**config.mk**
```make
export PLATFORM = sky130hd
export DESIGN_NAME = pattern_sequencer_flat
export DESIGN_NICKNAME = d
export VERILOG_FILES = /design/src/rtl/patseq_pkg.sv /design/src/rtl/pattern_sequencer_if.sv /design/src/rtl/btn_debounce.sv /design/src/rtl/pattern_sequencer.sv /design/src/flat_wrapper.sv
export SDC_FILE = /design/constraint.sdc
export NUM_CORES = 1
export LEC_CHECK = 0
export ABC_CLOCK_PERIOD_IN_PS = 3700
export CORE_MARGIN = 2
export CORE_UTILIZATION = 60
export DETAILED_ROUTE_END_ITERATION = 7
export PLACE_DENSITY = 0.91
export SLEW_MARGIN = 15
export SYNTH_ARGS = -nofsm -noshare
export SYNTH_HDL_FRONTEND = slang
export SYNTH_SLANG_ARGS = --single-unit
```
**constraint.sdc**
```tcl
create_clock -name clk_pix -period 3.7 [get_ports clk_pix]
set_input_delay 0.74 -clock clk_pix [delete_from_list [all_inputs] [get_ports clk_pix]]
set_output_delay 0.74 -clock clk_pix [all_outputs]
set_load 0.01 [all_outputs]
```
**src/rtl/patseq_pkg.sv**
```systemverilog
// Shared types and constants for the LCD test-pattern sequencer and its paint mux.
package patseq_pkg;

  typedef enum logic [1:0] {
    REL        = 2'd0,
    PRESS_WAIT = 2'd1,
    HELD       = 2'd2,
    REL_WAIT   = 2'd3
  } dbnc_state_t;

  localparam int PAT_COLOUR_SQ = 0;
  localparam int PAT_BARS      = 1;
  localparam int PAT_GRID      = 2;
  localparam int PAT_GRAD      = 3;

  localparam int NPAT_DEFAULT = 4;

  // Counter width that stays legal when the terminal count is 1.
  function automatic int cnt_w(input int n);
    return (n > 1) ? $clog2(n) : 1;
  endfunction

endpackage

```
**src/rtl/pattern_sequencer_if.sv**
```systemverilog
// Frame/button/auto inputs and pattern outputs of the sequencer.
// PATSEQ_PREV_EN adds the btn_prev line.
interface pattern_sequencer_if #(
  parameter int NPAT = patseq_pkg::NPAT_DEFAULT
);
  logic                    frame;
  logic                    btn_next;
  logic                    auto_en;
`ifdef PATSEQ_PREV_EN
  logic                    btn_prev;
`endif
  logic [$clog2(NPAT)-1:0] pat;
  logic                    pat_stb;

`ifdef PATSEQ_PREV_EN
  modport master (output frame, btn_next, btn_prev, auto_en, input pat, pat_stb);
  modport slave  (input frame, btn_next, btn_prev, auto_en, output pat, pat_stb);
`else
  modport master (output frame, btn_next, auto_en, input pat, pat_stb);
  modport slave  (input frame, btn_next, auto_en, output pat, pat_stb);
`endif
endinterface

```
**src/rtl/btn_debounce.sv**
```systemverilog
// Raw button -> 2-flop synchroniser -> debounce FSM; emits a one-cycle press pulse.
// state      | meaning
// REL        | button released and stable
// PRESS_WAIT | went high, waiting DBNC_CYC stable cycles
// HELD       | press accepted, button still down
// REL_WAIT   | went low, waiting DBNC_CYC stable cycles
module btn_debounce
  import patseq_pkg::*;
#(
  parameter int DBNC_CYC = 90000
) (
  input  logic clk_pix,
  input  logic rst_pix_n,
  input  logic btn_raw,
  output logic press
);

  localparam int CW = cnt_w(DBNC_CYC);
  localparam logic [CW-1:0] CNT_LAST = CW'(DBNC_CYC - 1);

  logic          sync_1, sync_2;
  logic [CW-1:0] cnt;
  logic          cnt_clr;
  logic          press_nxt;
  dbnc_state_t   state, state_nxt;

  always_ff @(posedge clk_pix or negedge rst_pix_n) begin
    if (!rst_pix_n) begin
      sync_1 <= 1'b0;
      sync_2 <= 1'b0;
      state  <= REL;
      cnt    <= '0;
      press  <= 1'b0;
    end else begin
      sync_1 <= btn_raw;
      sync_2 <= sync_1;
      state  <= state_nxt;
      press  <= press_nxt;
      if (cnt_clr)
        cnt <= '0;
      else if (cnt != CNT_LAST)
        cnt <= cnt + 1'b1;
    end
  end

  always_comb begin
    state_nxt = state;
    cnt_clr   = 1'b0;
    press_nxt = 1'b0;
    case (state)
      REL: if (sync_2) begin
        state_nxt = PRESS_WAIT;
        cnt_clr   = 1'b1;
      end
      PRESS_WAIT: if (!sync_2) begin
        state_nxt = REL;
      end else if (cnt == CNT_LAST) begin
        state_nxt = HELD;
        press_nxt = 1'b1;
      end
      HELD: if (!sync_2) begin
        state_nxt = REL_WAIT;
        cnt_clr   = 1'b1;
      end
      REL_WAIT: if (sync_2) begin
        state_nxt = HELD;
      end else if (cnt == CNT_LAST) begin
        state_nxt = REL;
      end
      default: state_nxt = REL;
    endcase
  end

endmodule

```
**src/rtl/pattern_sequencer.sv**
```systemverilog
// Frame-synchronous test-pattern selector: button or dwell timer requests, committed at frame start.
// PATSEQ_PREV_EN adds a debounced "previous pattern" button.
module pattern_sequencer
  import patseq_pkg::*;
#(
  parameter int NPAT     = NPAT_DEFAULT,
  parameter int DWELL    = 120,
  parameter int DBNC_CYC = 90000
) (
  input logic                 clk_pix,
  input logic                 rst_pix_n,
  pattern_sequencer_if.slave  bus
);

  localparam int PW = $clog2(NPAT);
  localparam int DW = cnt_w(DWELL);
  localparam logic [PW-1:0] PAT_LAST   = PW'(NPAT - 1);
  localparam logic [DW-1:0] DWELL_LAST = DW'(DWELL - 1);

  logic          press_next;
  logic          any_press;
  logic          dwell_expire;
  logic          pending;
  logic          pat_stb_q;
  logic [DW-1:0] dwell_cnt;
  logic [PW-1:0] pat_q;
  logic [PW-1:0] pat_inc;

  btn_debounce #(.DBNC_CYC(DBNC_CYC)) u_dbnc_next (
    .clk_pix   (clk_pix),
    .rst_pix_n (rst_pix_n),
    .btn_raw   (bus.btn_next),
    .press     (press_next)
  );

  assign pat_inc = (pat_q == PAT_LAST) ? '0 : pat_q + 1'b1;

`ifdef PATSEQ_PREV_EN
  logic          press_prev;
  logic          pending_prev;
  logic [PW-1:0] pat_dec;

  btn_debounce #(.DBNC_CYC(DBNC_CYC)) u_dbnc_prev (
    .clk_pix   (clk_pix),
    .rst_pix_n (rst_pix_n),
    .btn_raw   (bus.btn_prev),
    .press     (press_prev)
  );

  assign any_press = press_next | press_prev;
  assign pat_dec   = (pat_q == '0) ? PAT_LAST : pat_q - 1'b1;

  always_ff @(posedge clk_pix or negedge rst_pix_n) begin
    if (!rst_pix_n)
      pending_prev <= 1'b0;
    else
      pending_prev <= (pending_prev & ~bus.frame) | press_prev;
  end
`else
  assign any_press = press_next;
`endif

  // Expiry only sets pending, so the advance lands on the frame after the DWELL-th.
  assign dwell_expire = bus.auto_en & bus.frame & (dwell_cnt == DWELL_LAST);

  always_ff @(posedge clk_pix or negedge rst_pix_n) begin
    if (!rst_pix_n)
      dwell_cnt <= '0;
    else if (!bus.auto_en || any_press)
      dwell_cnt <= '0;
    else if (bus.frame)
      dwell_cnt <= (dwell_cnt == DWELL_LAST) ? '0 : dwell_cnt + 1'b1;
  end

  // A request arriving with the frame pulse survives the clear and commits next frame.
  always_ff @(posedge clk_pix or negedge rst_pix_n) begin
    if (!rst_pix_n) begin
      pending   <= 1'b0;
      pat_q     <= '0;
      pat_stb_q <= 1'b0;
    end else begin
      pending   <= (pending & ~bus.frame) | press_next | dwell_expire;
      pat_stb_q <= 1'b0;
      if (bus.frame) begin
`ifdef PATSEQ_PREV_EN
        if (pending && !pending_prev) begin
          pat_q     <= pat_inc;
          pat_stb_q <= 1'b1;
        end else if (pending_prev && !pending) begin
          pat_q     <= pat_dec;
          pat_stb_q <= 1'b1;
        end
`else
        if (pending) begin
          pat_q     <= pat_inc;
          pat_stb_q <= 1'b1;
        end
`endif
      end
    end
  end

  assign bus.pat     = pat_q;
  assign bus.pat_stb = pat_stb_q;

endmodule

```
**src/flat_wrapper.sv**
```systemverilog
// flat-port wrapper written by rule: the top's interface ports become plain ports
module pattern_sequencer_flat import patseq_pkg::*;
#(
  parameter int NPAT     = NPAT_DEFAULT,
  parameter int DWELL    = 120,
  parameter int DBNC_CYC = 90000
)
  (clk_pix, rst_pix_n, bus_frame, bus_btn_next, bus_auto_en, bus_pat, bus_pat_stb);
  pattern_sequencer_if #(.NPAT(NPAT)) bus_i ();
  input logic clk_pix;
  input logic rst_pix_n;
  input wire logic [$bits(bus_i.frame)-1:0] bus_frame;
  input wire logic [$bits(bus_i.btn_next)-1:0] bus_btn_next;
  input wire logic [$bits(bus_i.auto_en)-1:0] bus_auto_en;
  output wire logic [$bits(bus_i.pat)-1:0] bus_pat;
  output wire logic [$bits(bus_i.pat_stb)-1:0] bus_pat_stb;
  assign bus_i.frame = bus_frame;
  assign bus_i.btn_next = bus_btn_next;
  assign bus_i.auto_en = bus_auto_en;
  assign bus_pat = bus_i.pat;
  assign bus_pat_stb = bus_i.pat_stb;
  pattern_sequencer #(.NPAT(NPAT), .DWELL(DWELL), .DBNC_CYC(DBNC_CYC)) u_core (.clk_pix(clk_pix), .rst_pix_n(rst_pix_n), .bus(bus_i));
endmodule
```
==> flow_summary.ini <==
[logic_synthesis]
ys_ff_latch = 33
synth_cell_types = 35
synth-async-reset-ratio_pct = 100
ys_warn_count = 0
synth-seq-area-share_pct = 53.1
synth_area_leaders = dfrtp_1 53%, xnor2_1 4.5%, xor2_1 3.9%
ys.flop_type = dfrtp_1
synth_area_leader_cell = dfrtp_1
yosysTopAreaCellShare_pct = 53.1
synth_area_per_cell_um2 = 10.1
syn-cell-area_mm2 = 0.00155
yosys.cell_count.top_type = dfrtp_1
synth_fp_nets = 162
synthCells = 154
synthTopCellsByCount = 33 x dfrtp_1, 16 x nor2_1, 15 x nand2_1
synth_edf_count = 0

[setup_path]
crit_fanout = 6
cp-end-kind = flip-flop
arrival_ps = 2340
worstSetupPathType = flip-flop to flip-flop
cp-start-kind = flip-flop
slowest_stage = or4_4
max_stage_delay_ps = 540
r2r-start = u_core.u_dbnc_next.cnt[0]
cp.required_ps = 3990
path_cells = ha_1 -> nand3_1 -> or4_4 -> or4_1 -> nand2_1
startpoint = u_core.u_dbnc_next.cnt[0]

[finish]
post-route-util_pct = 69.8
nFillCells = 173
layout-drive-gt1-share_pct = 8.33
nets = 175
areaGrowthSynthToFinish_pct = 10.2
n_antenna_cell = 0
fin_cells = 198

[global_route]
first_global_vias = 1098
grt_pass1_wl_um = 4680
grt_max_degree = 34
gr-total-overflow = 0
antenna_found_initial = 0
grt.total_usage_pct = 22.8

[placed_design]
dp_cells = 190
pre_cts_ws_ps = 1380
place_congestion = 0.811
numPortBuffers = 7
dp_hpwl_um = 2110

[detailed_routing]
vias_per_cell = 6.03
wire_per_inst_um = 14.7
drt-initial-drc-count = 30
wl_um = 2920
ant_nets = 0
dr.pass1.iters = 7
drc_errors = 0
vias = 1194

[run]
drv_cap = 0

[cts]
clk_pin_slew_worst_paths_ps = 110
cts_resized = 0
numCtsBuffers = 5
clk_path_buf_depth = 2
ctsHoldBuffers = 0
post_cts_buffers = 0
cts_sinks = 33
cts_tree = done
clk_latency_ps = 340
cts.htree.levels = 2
root_buffer = clkbuf_4

[sta]
post-route-period-util_pct = 55.4
layout_setup_ws_ps = 1650
rsz0062_at_grt = false
setup_violations = 0
slew_viol_final = 0
setup-tns-final_ps = 0
relSlewSlack_pct = 42.1
worst_pin_slew_ps = 865
fin_crit_ps = 2050
finalHoldViolations = 0
finClkSkew_ps = 19.5
fmaxAchievable_ghz = 0.488

[floorplanning]
chipHeight_um = 54.9
design.portCount = 8
die_x_um = 54.9
core_mm2 = 0.00245
design.die.area_mm2 = 0.00301
rows = 18
start_util_pct = 63.3

[pwr]
leakagePower_nw = 0.779
total_power_mw = 0.659
ir_worst_vdd_v = 0.000369
powerDensity_mw_per_mm2 = 385

[worst_hold_path]
hp-start = u_core.u_dbnc_next.sync_1
hold_class = flip-flop to flip-flop

[run_status]
status = finished clean
## registers in the layout, indices dropped and copies added, names as in the netlist, named ones only
register	flops
u_core.u_dbnc_next.cnt	17
u_core.dwell_cnt	7
u_core.bus.pat	2
u_core.bus.pat_stb	1
u_core.pending	1
u_core.u_dbnc_next.press	1
u_core.u_dbnc_next.state	1
u_core.u_dbnc_next.sync_1	1
u_core.u_dbnc_next.sync_2	1
## worst max-delay path, delay by kind of cell (launching register included)
kind                       cells  cell delay (ps)
and+or+nand+nor                4             1310
DFF                            1              450
adders and majority gates      1              250
## metal layers
layer | track usage (%) | part of all wire (%) | up-vias
li1 | - | - | 568
met1 | 25.4 | 42 | 574
met2 | 40.5 | 49 | 42
met3 | 7.26 | 6.0 | 10
met4 | 8.94 | 2.4 | 0
met5 | 0 | 0 | -
## cell type report
| class | instances | area [um2] | share of cell area, % |
|---|---|---|---|
| Clock inverter | 2 | 10.0 | 0.584 |
| Multi-Input combinational cell | 114 | 702 | 41.0 |
| Timing Repair Buffer | 8 | 77.6 | 4.53 |
| Sequential cell | 33 | 826 | 48.2 |
| Tap cell | 30 | 37.5 | 2.19 |
| Inverter | 5 | 18.8 | 1.10 |
| Clock buffer | 6 | 41.3 | 2.41 |
## final timing paths
path,endpoint,slack (ps),cells after the start
max,u_core.u_dbnc_next.cnt[14],1650,5
min,u_core.u_dbnc_next.sync_2,360,0
max reg2reg,u_core.u_dbnc_next.cnt[14],1650,5
min reg2reg,u_core.u_dbnc_next.sync_2,360,0
max in group asynchronous,u_core.u_dbnc_next.cnt[1],2610,2
min in group asynchronous,u_core.dwell_cnt[3],780,2
## where the power goes
group          switching (mW)  internal (mW)
registers              0.0264          0.380
logic                  0.0337         0.0258
clock network           0.120         0.0723
## cell families after synthesis
family / share of synthesized area (%)
buf+inv: 1.69
mux: 2.09
fa+ha+maj: 2.42
simple gates: 24.2
compound gates: 8.05
flops: 53.1
xor+xnor: 8.45
## metrics by stage
stage / instance area [um2] / hold WS, ps
4_1_cts: 1710 / 358
3_5_place_dp: 1660 / 338
6_report: 1710 / 355
5_1_grt: 1710 / 375
2_1_floorplan: 1550 / 331
3_3_place_gp: 1660 / 334
## cell usage in the layout (no fill, tap or decap), drive strengths merged, types with 2 or more instances in the layout
cell type / Yosys / routed
a21oi: 4 / 4
a31oi: 2 / 2
and2: 3 / 3
and3: 4 / 4
clkbuf: 2 / 6
clkdlybuf4s50: 0 / 7
clkinv: 0 / 2
dfrtp: 33 / 33
ha: 3 / 3
inv: 5 / 5
mux2: 2 / 2
nand2: 15 / 15
nand3: 12 / 12
nand4: 4 / 4
nor2: 16 / 16
nor2b: 2 / 2
nor3: 4 / 4
nor3b: 2 / 2
nor4: 2 / 2
o21ai: 9 / 9
or3: 3 / 3
or4: 2 / 2
xnor2: 8 / 8
xor2: 7 / 7
Note: power is estimated with default switching activity, not from simulation.
